### config.mk
export PLATFORM = sky130hd
export DESIGN_NAME = lvds_panel_sequencer
export DESIGN_NICKNAME = d
export VERILOG_FILES = /design/src/rtl/lvds_seq_pkg.sv /design/src/rtl/lvds_seq_timer.sv /design/src/rtl/lvds_panel_sequencer.sv
export SDC_FILE = /design/constraint.sdc
export NUM_CORES = 1
export LEC_CHECK = 0
export ABC_AREA = 1
export CORE_ASPECT_RATIO = 0.5
export CORE_MARGIN = 5
export CORE_UTILIZATION = 52
export DETAILED_ROUTE_END_ITERATION = 12
export DONT_BUFFER_PORTS = 1
export GPL_ROUTABILITY_DRIVEN = 0
export PLACE_DENSITY = 0.67
export SLEW_MARGIN = 25
export SYNTH_ARGS = -nofsm -noshare
export SYNTH_HDL_FRONTEND = slang
export SYNTH_SLANG_ARGS = --single-unit
### constraint.sdc
create_clock -name clk_in -period 6.35 [get_ports clk_in]
set_input_delay 1.27 -clock clk_in [delete_from_list [all_inputs] [get_ports clk_in]]
set_output_delay 1.27 -clock clk_in [all_outputs]
set_load 0.05 [all_outputs]
### src/rtl/lvds_seq_pkg.sv
// Shared types and helpers for the LVDS panel power sequencer: state encoding,
// timer width, ms->cycle conversion and the sequencing transition rules.
package lvds_seq_pkg;

    localparam int TIMER_W = 32;

    typedef enum logic [2:0] {
        ST_OFF        = 3'd0,
        ST_VDD_ON     = 3'd1,
        ST_WAIT_FRAME = 3'd2,
        ST_DATA_ON    = 3'd3,
        ST_ON         = 3'd4,
        ST_BL_OFF     = 3'd5,
        ST_DATA_OFF   = 3'd6,
        ST_OFF_HOLD   = 3'd7
    } seq_state_e;

    function automatic logic [TIMER_W-1:0] ms2cyc(input int unsigned ms, input int unsigned khz);
        return TIMER_W'(ms * khz);
    endfunction

    // Power-down states ignore req so a started shutdown always runs to OFF.
    function automatic seq_state_e next_state(input seq_state_e st, input logic req,
                                              input logic fs, input logic tz);
        seq_state_e nx;
        nx = st;
        case (st)
            ST_OFF:        if (req) nx = ST_VDD_ON;
            ST_VDD_ON:     if (!req) nx = ST_DATA_OFF; else if (tz) nx = ST_WAIT_FRAME;
            ST_WAIT_FRAME: if (!req) nx = ST_DATA_OFF; else if (fs) nx = ST_DATA_ON;
            ST_DATA_ON:    if (!req) nx = ST_DATA_OFF; else if (tz) nx = ST_ON;
            ST_ON:         if (!req) nx = ST_BL_OFF;
            ST_BL_OFF:     if (tz) nx = ST_DATA_OFF;
            ST_DATA_OFF:   if (tz) nx = ST_OFF_HOLD;
            ST_OFF_HOLD:   if (tz) nx = ST_OFF;
            default:       nx = ST_OFF;
        endcase
        return nx;
    endfunction

endpackage

### src/rtl/lvds_seq_timer.sv
// Loadable down-counter that saturates at zero; a state dwells load_val+1 cycles
// before zero is seen.
module lvds_seq_timer
    import lvds_seq_pkg::*;
#(
    parameter int W = TIMER_W
) (
    input  logic         clk_in,
    input  logic         rst_n,
    input  logic         load,
    input  logic [W-1:0] load_val,
    output logic [W-1:0] value,
    output logic         zero
);

    logic [W-1:0] cnt_q, cnt_d;

    always_comb begin
        cnt_d = cnt_q;
        if (load)
            cnt_d = load_val;
        else if (cnt_q != '0)
            cnt_d = cnt_q - W'(1);
    end

    always_ff @(posedge clk_in or negedge rst_n) begin
        if (!rst_n)
            cnt_q <= '0;
        else
            cnt_q <= cnt_d;
    end

    assign value = cnt_q;
    assign zero  = (cnt_q == '0);

endmodule

### src/rtl/lvds_panel_sequencer.sv
// Power sequencer for a dual-channel LVDS panel: orders VDD, LVDS and backlight.
// Optional backlight PWM dimming is built when BL_PWM_EN is defined.
module lvds_panel_sequencer
    import lvds_seq_pkg::*;
#(
    parameter int unsigned CLK_KHZ    = 180000,
    parameter int unsigned T_VDD_DATA = 20,
    parameter int unsigned T_DATA_BL  = 200,
    parameter int unsigned T_BL_DATA  = 200,
    parameter int unsigned T_DATA_VDD = 20,
    parameter int unsigned T_OFF_MIN  = 1000,
    parameter int unsigned PWM_DIV    = 70
) (
    input  logic       clk_in,
    input  logic       rst_n,
    input  logic       panel_on_req,
    input  logic       frame_start,
    input  logic [7:0] bl_duty,
    output logic       panel_vdd_en,
    output logic       lvds_en,
    output logic       bl_en,
    output logic       bl_pwm,
    output logic       panel_ready,
    output logic [2:0] state
);

    seq_state_e         state_q, state_nx;
    logic               tmr_load, tmr_zero;
    logic [TIMER_W-1:0] tmr_val, unused_tmr_value;
    logic               vdd_q, lvds_q, bl_q, ready_q;

    // Timer reload happens on the same edge the state changes into a timed state.
    always_comb begin
        state_nx = next_state(state_q, panel_on_req, frame_start, tmr_zero);
        tmr_load = 1'b0;
        tmr_val  = '0;
        if (state_nx != state_q) begin
            tmr_load = 1'b1;
            case (state_nx)
                ST_VDD_ON:   tmr_val = ms2cyc(T_VDD_DATA, CLK_KHZ) - 1;
                ST_DATA_ON:  tmr_val = ms2cyc(T_DATA_BL,  CLK_KHZ) - 1;
                ST_BL_OFF:   tmr_val = ms2cyc(T_BL_DATA,  CLK_KHZ) - 1;
                ST_DATA_OFF: tmr_val = ms2cyc(T_DATA_VDD, CLK_KHZ) - 1;
                ST_OFF_HOLD: tmr_val = ms2cyc(T_OFF_MIN,  CLK_KHZ) - 1;
                default:     tmr_load = 1'b0;
            endcase
        end
    end

    lvds_seq_timer #(.W(TIMER_W)) u_timer (
        .clk_in   (clk_in),
        .rst_n    (rst_n),
        .load     (tmr_load),
        .load_val (tmr_val),
        .value    (unused_tmr_value),
        .zero     (tmr_zero)
    );

    always_ff @(posedge clk_in or negedge rst_n) begin
        if (!rst_n) begin
            state_q <= ST_OFF;
            vdd_q   <= 1'b0;
            lvds_q  <= 1'b0;
            bl_q    <= 1'b0;
            ready_q <= 1'b0;
        end else begin
            state_q <= state_nx;
            vdd_q   <= (state_nx != ST_OFF) && (state_nx != ST_OFF_HOLD);
            lvds_q  <= state_nx inside {ST_DATA_ON, ST_ON, ST_BL_OFF};
            bl_q    <= (state_nx == ST_ON);
            ready_q <= (state_nx == ST_ON);
        end
    end

    assign panel_vdd_en = vdd_q;
    assign lvds_en      = lvds_q;
    assign bl_en        = bl_q;
    assign panel_ready  = ready_q;
    assign state        = state_q;

`ifdef BL_PWM_EN
    logic [31:0] div_q, div_d;
    logic [7:0]  pwm_cnt_q, pwm_cnt_d, duty_q, duty_d;
    logic        pwm_q, pwm_d, pwm_step;

    // Gate with the next bl_en so the PWM output falls on the same edge as bl_en.
    always_comb begin
        pwm_step  = (div_q == PWM_DIV - 1);
        div_d     = pwm_step ? '0 : div_q + 1;
        pwm_cnt_d = pwm_step ? pwm_cnt_q + 8'd1 : pwm_cnt_q;
        duty_d    = (pwm_step && pwm_cnt_q == 8'hFF) ? bl_duty : duty_q;
        pwm_d     = (state_nx == ST_ON) && (pwm_cnt_q < duty_q);
    end

    always_ff @(posedge clk_in or negedge rst_n) begin
        if (!rst_n) begin
            div_q     <= '0;
            pwm_cnt_q <= '0;
            duty_q    <= '0;
            pwm_q     <= 1'b0;
        end else begin
            div_q     <= div_d;
            pwm_cnt_q <= pwm_cnt_d;
            duty_q    <= duty_d;
            pwm_q     <= pwm_d;
        end
    end

    assign bl_pwm = pwm_q;
`else
    logic unused_pwm;
    assign unused_pwm = ^{bl_duty, PWM_DIV};
    assign bl_pwm     = bl_q;
`endif

endmodule

Word-level counts from Yosys, hierarchy flattened
Cells that the tools add are included.
- RAM bits: 0
- bits of input ports: 12
- register bits: 38
- ROM bits: 0
- output and inout bits: 8
- latch bits: 0
- memories: 0
- add/sub/neg operators: 1
- shift-type cells: 0
- reduce and logical (&&, ||, !) cells: 10
- equality and inequality tests: 15
- div/mod/pow operators: 0
- multiply operators: 0
- mux-type cells: 18
- bitwise gates (word level): 0
- $lt $le $gt $ge: 0
- operators by type and width (cell ; count):
    28-bit case mux with 3 select lines ; 1
    32-bit 2-to-1 mux ; 2
    3-bit 2-to-1 mux ; 11
    32-bit zero test ; 1
    32-bit nonzero test ; 1
    32-bit by 1-bit subtractor with 32-bit output, second input constant ; 1
    28-bit 2-to-1 mux ; 1
    3-bit equality test, second input constant ; 8
    3-bit case mux with 8 select lines ; 1
    3-bit by 2-bit equality test with 1-bit output, second input constant ; 3
    3-bit by 1-bit equality test with 1-bit output, second input constant ; 2
    3-bit nonzero test ; 2
    5-bit OR reduction ; 1
    2-bit OR reduction ; 2
    3-bit zero test ; 1
    3-bit inequality test ; 1
    3-bit inequality test, second input constant ; 1
    1-bit 2-to-1 mux ; 2
    2-bit nonzero test ; 1
    1-bit logical AND ; 1

Longest topological paths before layout
Gate-level depths: netlist (run 1).
- depth after elaboration: 9
- depth in mapped cells: 18
- gate-level depth less buffers: 17

Cells and area by module
A second synthesis (run 1) with hierarchy kept.
- cells, all modules: 427
- area total of the unflattened synthesis: 2808.9 µm²
- modules (own cells, without submodules) (module ; cells each ; area each (µm²) ; times used ; seq. area each (µm²)):
    lvds_seq_timer ; 327 ; 2199.6 ; 1 ; 800.8
    lvds_panel_sequencer ; 100 ; 609.3 ; 1 ; 150.1

Worst setup path before layout (run 1)
No wires, ideal clock.
- path kind: input to register
- start point: input port panel_on_req
- end point: register u_timer.cnt_q[10] (netlist: u_timer.value[10])
- slack: 3.929 ns
- arrival time: 2.298 ns
- cell stages on the path: 8
- buffers on the path: 1
- cell sequence: inv_1 > a21oi_1 > nor2_1 > o21ai_1 > nand3_4 > a21oi_4 > buf_4 > a21oi_1
- word-level cells in the longest chain between the ends: 7
- elaborated cells between the ends (all ways): 21
- ends and longest elaborated chain (element ; RTL line ; text):
    start: declaration ; lvds_panel_sequencer.sv:16 ; input logic panel_on_req,
    3-bit 2-to-1 mux (on tied branches) ; n/a ;
    3-bit case mux with 8 select lines (*) ; lvds_seq_pkg.sv:27 ; case (st)
    3-bit equality test (tied with other cells) ; lvds_panel_sequencer.sv:39 ; case (state_nx)
    2-bit OR reduction (no line) / 5-bit OR reduction (equally long branches) ; n/a ;
    28-bit case mux with 3 select lines / 1-bit 2-to-1 mux (equally long branches) ; lvds_panel_sequencer.sv:39 ;
    28-bit 2-to-1 mux / 1-bit 2-to-1 mux (equally long branches) ; lvds_panel_sequencer.sv:37 ; if (state_nx != state_q) begin
    32-bit 2-to-1 mux / 2-bit nonzero test (equally long branches) ; n/a ;
    end signal: assignment ; lvds_seq_timer.sv:30 ; cnt_q <= cnt_d;
    end: declaration ; lvds_seq_timer.sv:16 ; logic [W-1:0] cnt_q, cnt_d;
Every way passes the cells marked *; elsewhere a longest branch is shown, timed or not.
A chain may end at the register's enable or synchronous reset.

Worst setup path after layout (run 1)
- start point: register u_timer.cnt_q[0] (netlist: u_timer.value[0])
- end point: register u_timer.cnt_q[1] (netlist: u_timer.value[1])
- word-level cells in the longest chain between the ends: 9
- elaborated cells between the ends (all ways): 27
- ends and longest elaborated chain (element ; RTL line ; text):
    32-bit zero test (*) ; lvds_seq_timer.sv:34 ; assign zero = (cnt_q == '0);
    3-bit 2-to-1 mux (on tied branches) (2 in series) ; lvds_seq_pkg.sv:31, lvds_seq_pkg.sv:29 ;
    3-bit case mux with 8 select lines (*) ; lvds_seq_pkg.sv:27 ;
    named net state_nx[1] ; lvds_panel_sequencer.sv:27 ; seq_state_e state_q, state_nx;
    3-bit equality test (tied with other cells) ; lvds_panel_sequencer.sv:39 ;
    2-bit OR reduction (no line) / 5-bit OR reduction (equally long branches) ; n/a ;
    28-bit case mux with 3 select lines / 1-bit 2-to-1 mux (equally long branches) ; lvds_panel_sequencer.sv:39 ;
    28-bit 2-to-1 mux / 1-bit 2-to-1 mux (equally long branches) ; lvds_panel_sequencer.sv:37 ;
    32-bit 2-to-1 mux / 2-bit nonzero test (equally long branches) ; n/a ;
The timed path passes the listed nets; every way through them passes the cells marked *. The select of a mux whose other input is x is not followed.

==> results of run 1 <==
==> registers in the layout, summed over array words and instances (netlist names) <==
register	flops
lvds_en	1
panel_ready	1
panel_vdd_en	1
state	3
u_timer.value	32
==> Yosys cell counts <==
| cell type | number |
|---|---|
| nor2_2 | 5 |
| or2_2 | 2 |
| nor2_4 | 2 |
| a21oi_2 | 1 |
| a21boi_0 | 1 |
| nor4_1 | 2 |
| nor2_8 | 1 |
| inv_2 | 3 |
| o21ai_2 | 1 |
| nor3b_1 | 1 |
| ha_1 | 2 |
| o21ai_0 | 5 |
| inv_1 | 27 |
| o21ai_1 | 4 |
| nor3_1 | 5 |
| nand3_2 | 2 |
| nand3_1 | 17 |
| or3b_2 | 1 |
| a21oi_1 | 18 |
| buf_2 | 1 |
| nand2_4 | 1 |
| buf_6 | 2 |
| nand3_4 | 1 |
| nor3_2 | 4 |
| xnor2_1 | 11 |
| clkbuf_1 | 1 |
| nand2_2 | 5 |
| nand4_1 | 5 |
| nand2_1 | 65 |
| xor2_1 | 18 |
| nor2_1 | 44 |
| nor3b_2 | 1 |
| dfrtp_1 | 38 |
| o21a_1 | 3 |
| a21oi_4 | 1 |
| buf_4 | 4 |
==> power breakdown <==
| part | internal, W | leakage, nW | switching, W | total, W |
|---|---|---|---|---|
| clock network | 0.0000876 | 0.0482 | 0.0000831 | 0.000171 |
| logic | 0.00000156 | 0.658 | 0.00000323 | 0.00000479 |
| registers | 0.000243 | 0.379 | 0.00000451 | 0.000247 |
| total | 0.000332 | 1.08 | 0.0000908 | 0.000423 |
==> cell type report <==
| cell class | instances | area (um^2) |
|---|---|---|
| multi-input cells | 229 | 1280 |
| clock inverters | 1 | 5.00 |
| flip-flops and latches | 38 | 951 |
| clock buffers | 7 | 86.3 |
| fillers | 415 | 1910 |
| repair buffers | 1 | 7.51 |
| well taps | 57 | 71.3 |
| inverters | 30 | 113 |
==> kinds of logic (layout without fill, tap and decap cells) <==
| logic type | after synthesis | count (layout) | synth area share [%] |
|---|---|---|---|
| AND/OR/NAND/NOR | 164 | 164 | 33.2 |
| AO/OA/AOI/OAI | 34 | 34 | 8.29 |
| adder cells (fa/ha/maj) | 2 | 2 | 1.04 |
| flip-flops | 38 | 38 | 39.6 |
| buffers and inverters | 38 | 39 | 7.24 |
| XOR/XNOR | 29 | 29 | 10.6 |
==> how the worst max path moves through the flow <==
stage / end / depth (start not counted) / start
floorplan: u_timer.value[10] / 8 / panel_on_req
global route: u_timer.value[1] / 17 / u_timer.value[0]
detailed placement: u_timer.value[1] / 9 / panel_on_req
CTS: u_timer.value[1] / 15 / u_timer.value[0]
global placement: u_timer.value[1] / 9 / panel_on_req
finish: u_timer.value[1] / 15 / u_timer.value[0]
==> worst reg2reg max path, stage by stage, from the launching register on <==
cell and delay, ns:
dfrtp_1 0.38, inv_1 0.14, ha_1 0.20, nand3_1 0.08, nor2_1 0.09, nand2_1 0.12
nor2_8 0.18, nand3_2 0.11, a21oi_2 0.28, inv_2 0.10, nand2_2 0.08, nand2_2 0.11
nand2_4 0.24, nand2_1 0.22, nand2_1 0.11, o21ai_1 0.07
==> metal layers <==
layer,vias to the layer above,GRT usage [%]
li1,969,-
met1,866,24.8
met2,40,27.5
met3,6,4.78
met4,0,3.87
met5,-,0
==> metrics by stage <==
stage / instances / instance area, um^2 / utilization (%) / power [W] / hold slack (ns)
2_1_floorplan: 305 / 2400 / - / 0.000256 / 0.511
3_3_place_gp: 355 / 2420 / 54.7 / 0.000257 / 0.525
3_5_place_dp: 355 / 2420 / 54.7 / 0.000257 / 0.528
4_1_cts: 363 / 2510 / 56.7 / 0.000428 / 0.541
5_1_grt: 363 / 2510 / 56.7 / 0.000443 / 0.607
6_report: 363 / 2510 / 56.7 / 0.000423 / 0.541
==> impl_metrics.yaml, run 1 <==
flow_run:
  maxCapViolations: 0
finish:
  final_cell_mix: "nand2_1 (65), nor2_1 (44), dfrtp_1 (38)"
  area_growth_pct: 4.53
  drive_gt1_share_pct: 12.7
  num_antenna_cells: 0
  nNetsFinal: 319
  mostFrequentLayoutCell: "nand2_1"
clocking:
  cts.htree.levels: 2
  path_clk_slew_ns: 0.07
  numCtsBuffers: 5
  cts_hold_buf: 0
  cts_max_path_buffers: 2
  cts_num_sinks: 38
  cts_tree: "yes"
  cts_setup_buffers: 0
  cts_root_buf: "clkbuf_8"
  clock_latency_ns: 0.29
  post_cts_resized: 0
setup_path:
  ff2ff_path_depth: 15
  critPathTopFamily: "simple AND/OR/NAND/NOR gates"
  critPathLaunchType: "register"
  critPathMaxFanout: 23
  critPathCaptureType: "register"
  reg2reg_from: "u_timer.value[0]"
  cp_slowest_cell: "dfrtp_1"
  path_cells: "inv_1, ha_1, nand3_1, nor2_1, nand2_1, nor2_8, nand3_2, a21oi_2, inv_2, nand2_2, nand2_2, nand2_4, nand2_1, nand2_1, o21ai_1"
  path_class: "register to register"
  cpMostUsedCell: "nand2_1"
  reg2reg_to: "u_timer.value[1]"
  crit_required_ns: 6.52
  cp.arrival_ns: 2.79
  slowest_delay_ns: 0.38
  worst-path-buf-inv: 2
  reg2reg_slack_ns: 3.73
timing:
  slew_headroom_pct: 48.0
  tightest_slew_ns: 0.780
  fin_crit_sh_pct: 41.2
  fin_crit_ns: 2.62
  slew_violations: 0
  hold_violations: 0
  rsz0062_at_grt: "no"
  finalWorstSetupSlack_ns: 3.73
  setup_viol: 0
  skew_ns: 0.00384
  fmax_mhz: 382
  final.setup.tns_ns: 0
detailed_routing:
  wl_per_cell_um: 13.3
  vias_per_cell: 5.18
  drtAntennaViolNets: 0
  wl_met2_um: 1970
  vias: 1881
  wl_met3_um: 287
  routed_wirelength_um: 4820
  met1_length_um: 2510
  dr.pass1.iters: 4
  drc: 0
  top_layer: "met4"
  drt_iter0_drc: 136
synthesis:
  synth_nets: 319
  ys_ff_latch: 38
  synth_area_per_cell_um2: 7.87
  yosysWarnings: 0
  ys_seq_area_share_pct: 39.6
  syn-cell-area_um2: 2400
  synth_largest_area_cell: "dfrtp_1"
  synth.distinct_cells: 36
  yosysTopAreaCellShare_pct: 39.6
  syn-instance-count: 305
  synth.area.top_cells: "dfrtp_1 (40%), nand2_1 (10%), nor2_1 (6.9%), xor2_1 (6.6%), inv_1 (4.2%)"
placed_design:
  dp_slack_ns: 3.60
  dpl.hpwl_um: 3630
  numPortBuffers: 0
die:
  die_y_um: 58.1
  core_um2: 4420
  start_util_pct: 54.3
  die-area_um2: 6160
  row_count: 17
  dieWidth_um: 106
  pin_count: 20
grt:
  grt_overflow: 0
  antenna_found_initial: 0
  grt_util_all_layers_pct: 17.7
  grt_max_degree: 39
  grt_pass1_wl_um: 8800
  grt_pass1_vias: 1882
power_and_ir_drop:
  p_per_area_nw_per_um2: 168
  peakVddDrop_mv: 0.125
  p_leak_nw: 1.08
min_path:
  hold_end: "u_timer.value[0]"
  min_path_type: "register to register"
  worstHoldStart: "u_timer.value[0]"
  hold_depth: 3
outcome:
  status: "finished, final reports clean"
Note: power is estimated with default switching activity, not from simulation.
==> run 2: changes to the inputs <==
- PLACE_DENSITY: 0.67 -> 0.7
- clock period: 6.35 -> 2.4 ns (I/O delays scaled with it)
==> impl_metrics.yaml, run 2 (synthesized netlist as in run 1, its figures left out) <==
outcome:
  status: "finished, final reports clean"
power_and_ir_drop:
  p_per_area_nw_per_um2: 378
  p_leak_nw: 1.29
  peakVddDrop_mv: 0.302
finish:
  fin_util_pct: 67.3
  area_growth_pct: 23.9
  num_antenna_cells: 0
  drive_gt1_share_pct: 32.6
  mostFrequentLayoutCell: "nand2_1"
  final_cell_mix: "nand2_1 (57), dfrtp_1 (37), nor2_1 (34)"
  largest_reg_flops: 32
  n_fill_cell: 367
  nNetsFinal: 355
placed_design:
  dp_slack_ns: 0.0311
  numPortBuffers: 0
  dpl.hpwl_um: 3920
grt:
  grt_pass1_vias: 2008
  grt_max_degree: 39
  grtUsageMet2_pct: 31.8
  use_met3_pct: 4.23
  top_usage_layer: "met2"
  grt_util_all_layers_pct: 19.5
  grt_pass1_wl_um: 9480
  gr-usage-met1_pct: 26.9
  antenna_found_initial: 0
  grt_overflow: 0
timing:
  slew_violations: 0
  hold_violations: 0
  fmax_mhz: 433
  fin_crit_ns: 2.31
  finalWorstSetupSlack_ns: 0.0902
  fin_crit_sh_pct: 96.2
  tightest_slew_ns: 0.447
  skew_ns: 0.00485
  rsz0062_at_grt: "yes"
  slew_headroom_pct: 70.2
  setup_viol: 0
setup_path:
  ff2ff_path_depth: 16
  cp.arrival_ns: 2.53
  critPathMaxFanout: 6
  critPathLaunchType: "register"
  critPathCaptureType: "register"
  path_class: "register to register"
  crit_required_ns: 2.62
die:
  die_y_um: 58.1
  die-area_um2: 6160
  start_util_pct: 54.3
  dieWidth_um: 106
  pin_count: 20
  core_um2: 4420
  row_count: 17
detailed_routing:
  routed_wirelength_um: 5730
  drc: 0
  vias_per_cell: 5.30
  wl_per_cell_um: 14.4
  vias: 2104
  drtAntennaViolNets: 0
  drt_iter0_drc: 124
  dr.pass1.iters: 4
clocking:
  cts_root_buf: "clkbuf_8"
  path_clk_slew_ns: 0.07
  cts_max_path_buffers: 2
  numCtsBuffers: 5
  clock_latency_ns: 0.29
  cts_num_sinks: 38
  cts_tree: "yes"
  cts.htree.levels: 2
flow_run:
  maxCapViolations: 0
min_path:
  min_path_type: "primary input to asynchronous set/reset pin"
## run 2: where the power goes
part	switching, W	total, W	internal, W
registers	0.00000886	0.000651	0.000642
logic	0.0000253	0.0000356	0.0000103
clock network	0.000217	0.000439	0.000222
total	0.000252	0.00113	0.000874
## run 2: layer usage
| metal | part of all wire [%] | wire length (um) | vias up |
|---|---|---|---|
| li1 | - | - | 1043 |
| met1 | 48 | 2730 | 1003 |
| met2 | 46 | 2620 | 46 |
| met3 | 5.4 | 309 | 12 |
| met4 | 1.3 | 74 | 0 |
| met5 | 0 | 0 | - |
## run 2: path summary, 6_finish.rpt
check                                   from                end  slack [ns]
setup / recovery           u_timer.value[25]  u_timer.value[16]        0.09
hold / removal                         rst_n   u_timer.value[0]        0.02
setup reg to reg           u_timer.value[25]  u_timer.value[16]        0.09
hold reg to reg             u_timer.value[0]   u_timer.value[0]        0.57
max in group asynchronous              rst_n  u_timer.value[19]        2.16
min in group clk_in         u_timer.value[0]   u_timer.value[0]        0.57
## run 2: what timing repair did
action,in CTS,in global routing
endpoints found under the setup margin,0,30
hold buffers,1,0
setup buffers,0,18
endpoints found under the hold margin,38,0
gates resized for setup,0,50
## run 2: layout make-up
class	instances	area, um^2	share of cell area [%]
Inverter	30	115	3.87
Timing Repair Buffer	36	303	10.2
Multi-Input combinational cell	230	1450	48.8
Tap cell	57	71.3	2.40
Clock buffer	6	82.6	2.78
Sequential cell	38	952	32.0
## run 2: worst max-delay path, stage by stage (launching register included)
cell and delay [ns]:
dfrtp_1 0.43, nor2_2 0.17, nand2_1 0.11, nor2_1 0.14
nand2_2 0.11, nor2_8 0.16, nand2_1 0.06, nand2_1 0.08
nand2_2 0.06, nand3_4 0.09, nand2_4 0.08, nand2_4 0.08
nand3_4 0.16, nand2_8 0.17, buf_6 0.13, nand2_1 0.06
a21oi_1 0.13
## run 2: through the flow
| stage | hold slack [ns] | power [W] | std cells | TNS (ns) | area [um^2] |
|---|---|---|---|---|---|
| final | 0.0175 | 0.00113 | 397 | 0 | 2980 |
| after global routing | 0.0306 | 0.00118 | 397 | -0.178 | 2980 |
| after CTS | 0.0266 | 0.00114 | 378 | 0 | 2650 |
| after detailed placement | 0.186 | 0.000682 | 371 | 0 | 2550 |
| after global placement | 0.186 | 0.000682 | 371 | 0 | 2550 |
| after floorplan | 0.184 | 0.000677 | 305 | 0 | 2400 |
==> run 3: changes to the inputs <==
- HOLD_SLACK_MARGIN: unset -> 0.15
==> impl_metrics.yaml, run 3 (synthesized netlist as in run 1, its figures left out) <==
outcome:
  status: "finished, final reports clean"
finish:
  final_cell_mix: "nand2_1 (57), dfrtp_1 (37), nor2_1 (34)"
  nNetsFinal: 356
  num_antenna_cells: 0
  mostFrequentLayoutCell: "nand2_1"
  area_growth_pct: 24.3
  largest_reg_flops: 32
  multi_input_area_um2: 1450
  drive_gt1_share_pct: 32.6
  fin_util_pct: 67.5
  regArea_um2: 952
  n_fill_cell: 366
power_and_ir_drop:
  p_sw_w: 0.000254
  p_leak_nw: 1.29
  seqPwrFrac_pct: 57.7
  p_sw_share_pct: 22.5
  p_clk_share_pct: 39.0
  p_comb_share_pct: 3.3
  p_int_w: 0.000875
  peakVddDrop_mv: 0.302
  p_per_area_nw_per_um2: 378
setup_path:
  critPathCaptureType: "register"
  reg2reg_to: "u_timer.value[16]"
  critPathTopFamily: "simple AND/OR/NAND/NOR gates"
  slowest_delay_ns: 0.43
  critPathLaunchType: "register"
  cp_slowest_cell: "dfrtp_1"
  crit_path_start: "u_timer.value[25]"
  cpMostUsedCell: "nand2_1"
  path_cells: "nor2_2, nand2_1, nor2_1, nand2_2, nor2_8, nand2_1, nand2_1, nand2_2, nand3_4, nand2_4, nand2_4, nand3_4, nand2_8, buf_6, nand2_1, a21oi_1"
  cp.arrival_ns: 2.53
  reg2reg_from: "u_timer.value[25]"
  worst-path-buf-inv: 1
  endpoint: "u_timer.value[16]"
  ff2ff_path_depth: 16
  reg2reg_slack_ns: 0.09
  critPathMaxFanout: 6
  crit_cells: 16
  path_class: "register to register"
  crit_required_ns: 2.62
timing:
  fmax_mhz: 433
  final.setup.tns_ns: 0
  finalWorstSetupSlack_ns: 0.0920
  slew_violations: 0
  setup_viol: 0
  slew_headroom_pct: 70.2
  tightest_slew_ns: 0.447
  fin_crit_sh_pct: 96.2
  rsz0062_at_grt: "yes"
  skew_ns: 0.00577
  hold_slack_ns: 0.569
  fin_crit_ns: 2.31
  hold_violations: 0
detailed_routing:
  wl_per_cell_um: 14.3
  drtAntennaViolNets: 0
  routed_wirelength_um: 5690
  drt_iter0_drc: 105
  dr.pass1.iters: 4
  drc: 0
  vias: 2092
  vias_per_cell: 5.26
die:
  core_um2: 4420
  pin_count: 20
  row_count: 17
  start_util_pct: 54.3
  dieWidth_um: 106
  die-area_um2: 6160
  die_y_um: 58.1
grt:
  gr-usage-met1_pct: 26.9
  grt_util_all_layers_pct: 19.5
  top_usage_layer: "met2"
  grtUsageMet2_pct: 32.0
  antenna_found_initial: 0
  grt_overflow: 0
  grt_max_degree: 39
  use_met3_pct: 4.12
  grt_pass1_wl_um: 9510
  grt_pass1_vias: 2016
placed_design:
  dp_slack_ns: 0.0311
  numPortBuffers: 0
  dpl.hpwl_um: 3920
clocking:
  cts_max_path_buffers: 2
  numCtsBuffers: 5
  clock_latency_ns: 0.29
  path_clk_slew_ns: 0.07
  cts_num_sinks: 38
  cts.htree.levels: 2
  cts_root_buf: "clkbuf_8"
  cts_tree: "yes"
flow_run:
  maxCapViolations: 0
min_path:
  min_path_type: "register to register"
  worstHoldStart: "u_timer.value[0]"
## run 3: worst min-delay path by stage
stage / to / slack (ns) / depth (start not counted)
after detailed placement: u_timer.value[0] / 0.19 / 0
after CTS: u_timer.value[0] / 0.56 / 3
after global routing: state[2] / 0.58 / 3
final: u_timer.value[0] / 0.57 / 3
after floorplan: lvds_en / 0.18 / 0
after global placement: u_timer.value[0] / 0.19 / 0
## run 3: final cells by class
type / instances / share of cell area [%]
Tap cell: 57 / 2.39
Multi-Input combinational cell: 230 / 48.6
Sequential cell: 38 / 31.9
Timing Repair Buffer: 37 / 10.5
Inverter: 30 / 3.86
Clock buffer: 6 / 2.77
## run 3: power by group through the flow
stage          clock (W)  sequential [W]  combinational, W
6_report        0.000440        0.000651         0.0000372
2_1_floorplan          0        0.000666         0.0000104
3_3_place_gp           0        0.000664         0.0000178
5_1_grt         0.000490        0.000651         0.0000440
4_1_cts         0.000453        0.000651         0.0000369
3_5_place_dp           0        0.000664         0.0000180
## run 3: routing by layer
layer	vias up	part of all wire, %
li1	1047	-
met1	988	46
met4	0	1.1
met2	48	46
met5	-	0
met3	9	6.3
## run 3: worst min-delay path: cells and delay by family (launching register included)
family	cells	cell delay [ns]
flops	1	0.37
simple gates	2	0.11
compound gates	1	0.05
## run 3: stage by stage
step	power [W]	area [um^2]	std cells
5_1_grt	0.00119	2990	398
6_report	0.00113	2990	398
2_1_floorplan	0.000677	2400	305
4_1_cts	0.00114	2660	379
3_5_place_dp	0.000682	2550	371
3_3_place_gp	0.000682	2550	371
## run 3: repair_timing
action | in CTS | in global routing
buffers inserted | 0 | 18
resized for setup | 0 | 50
hold endpoints to repair | 38 | 0
hold buffers | 2 | 0
setup endpoints to repair | 0 | 30
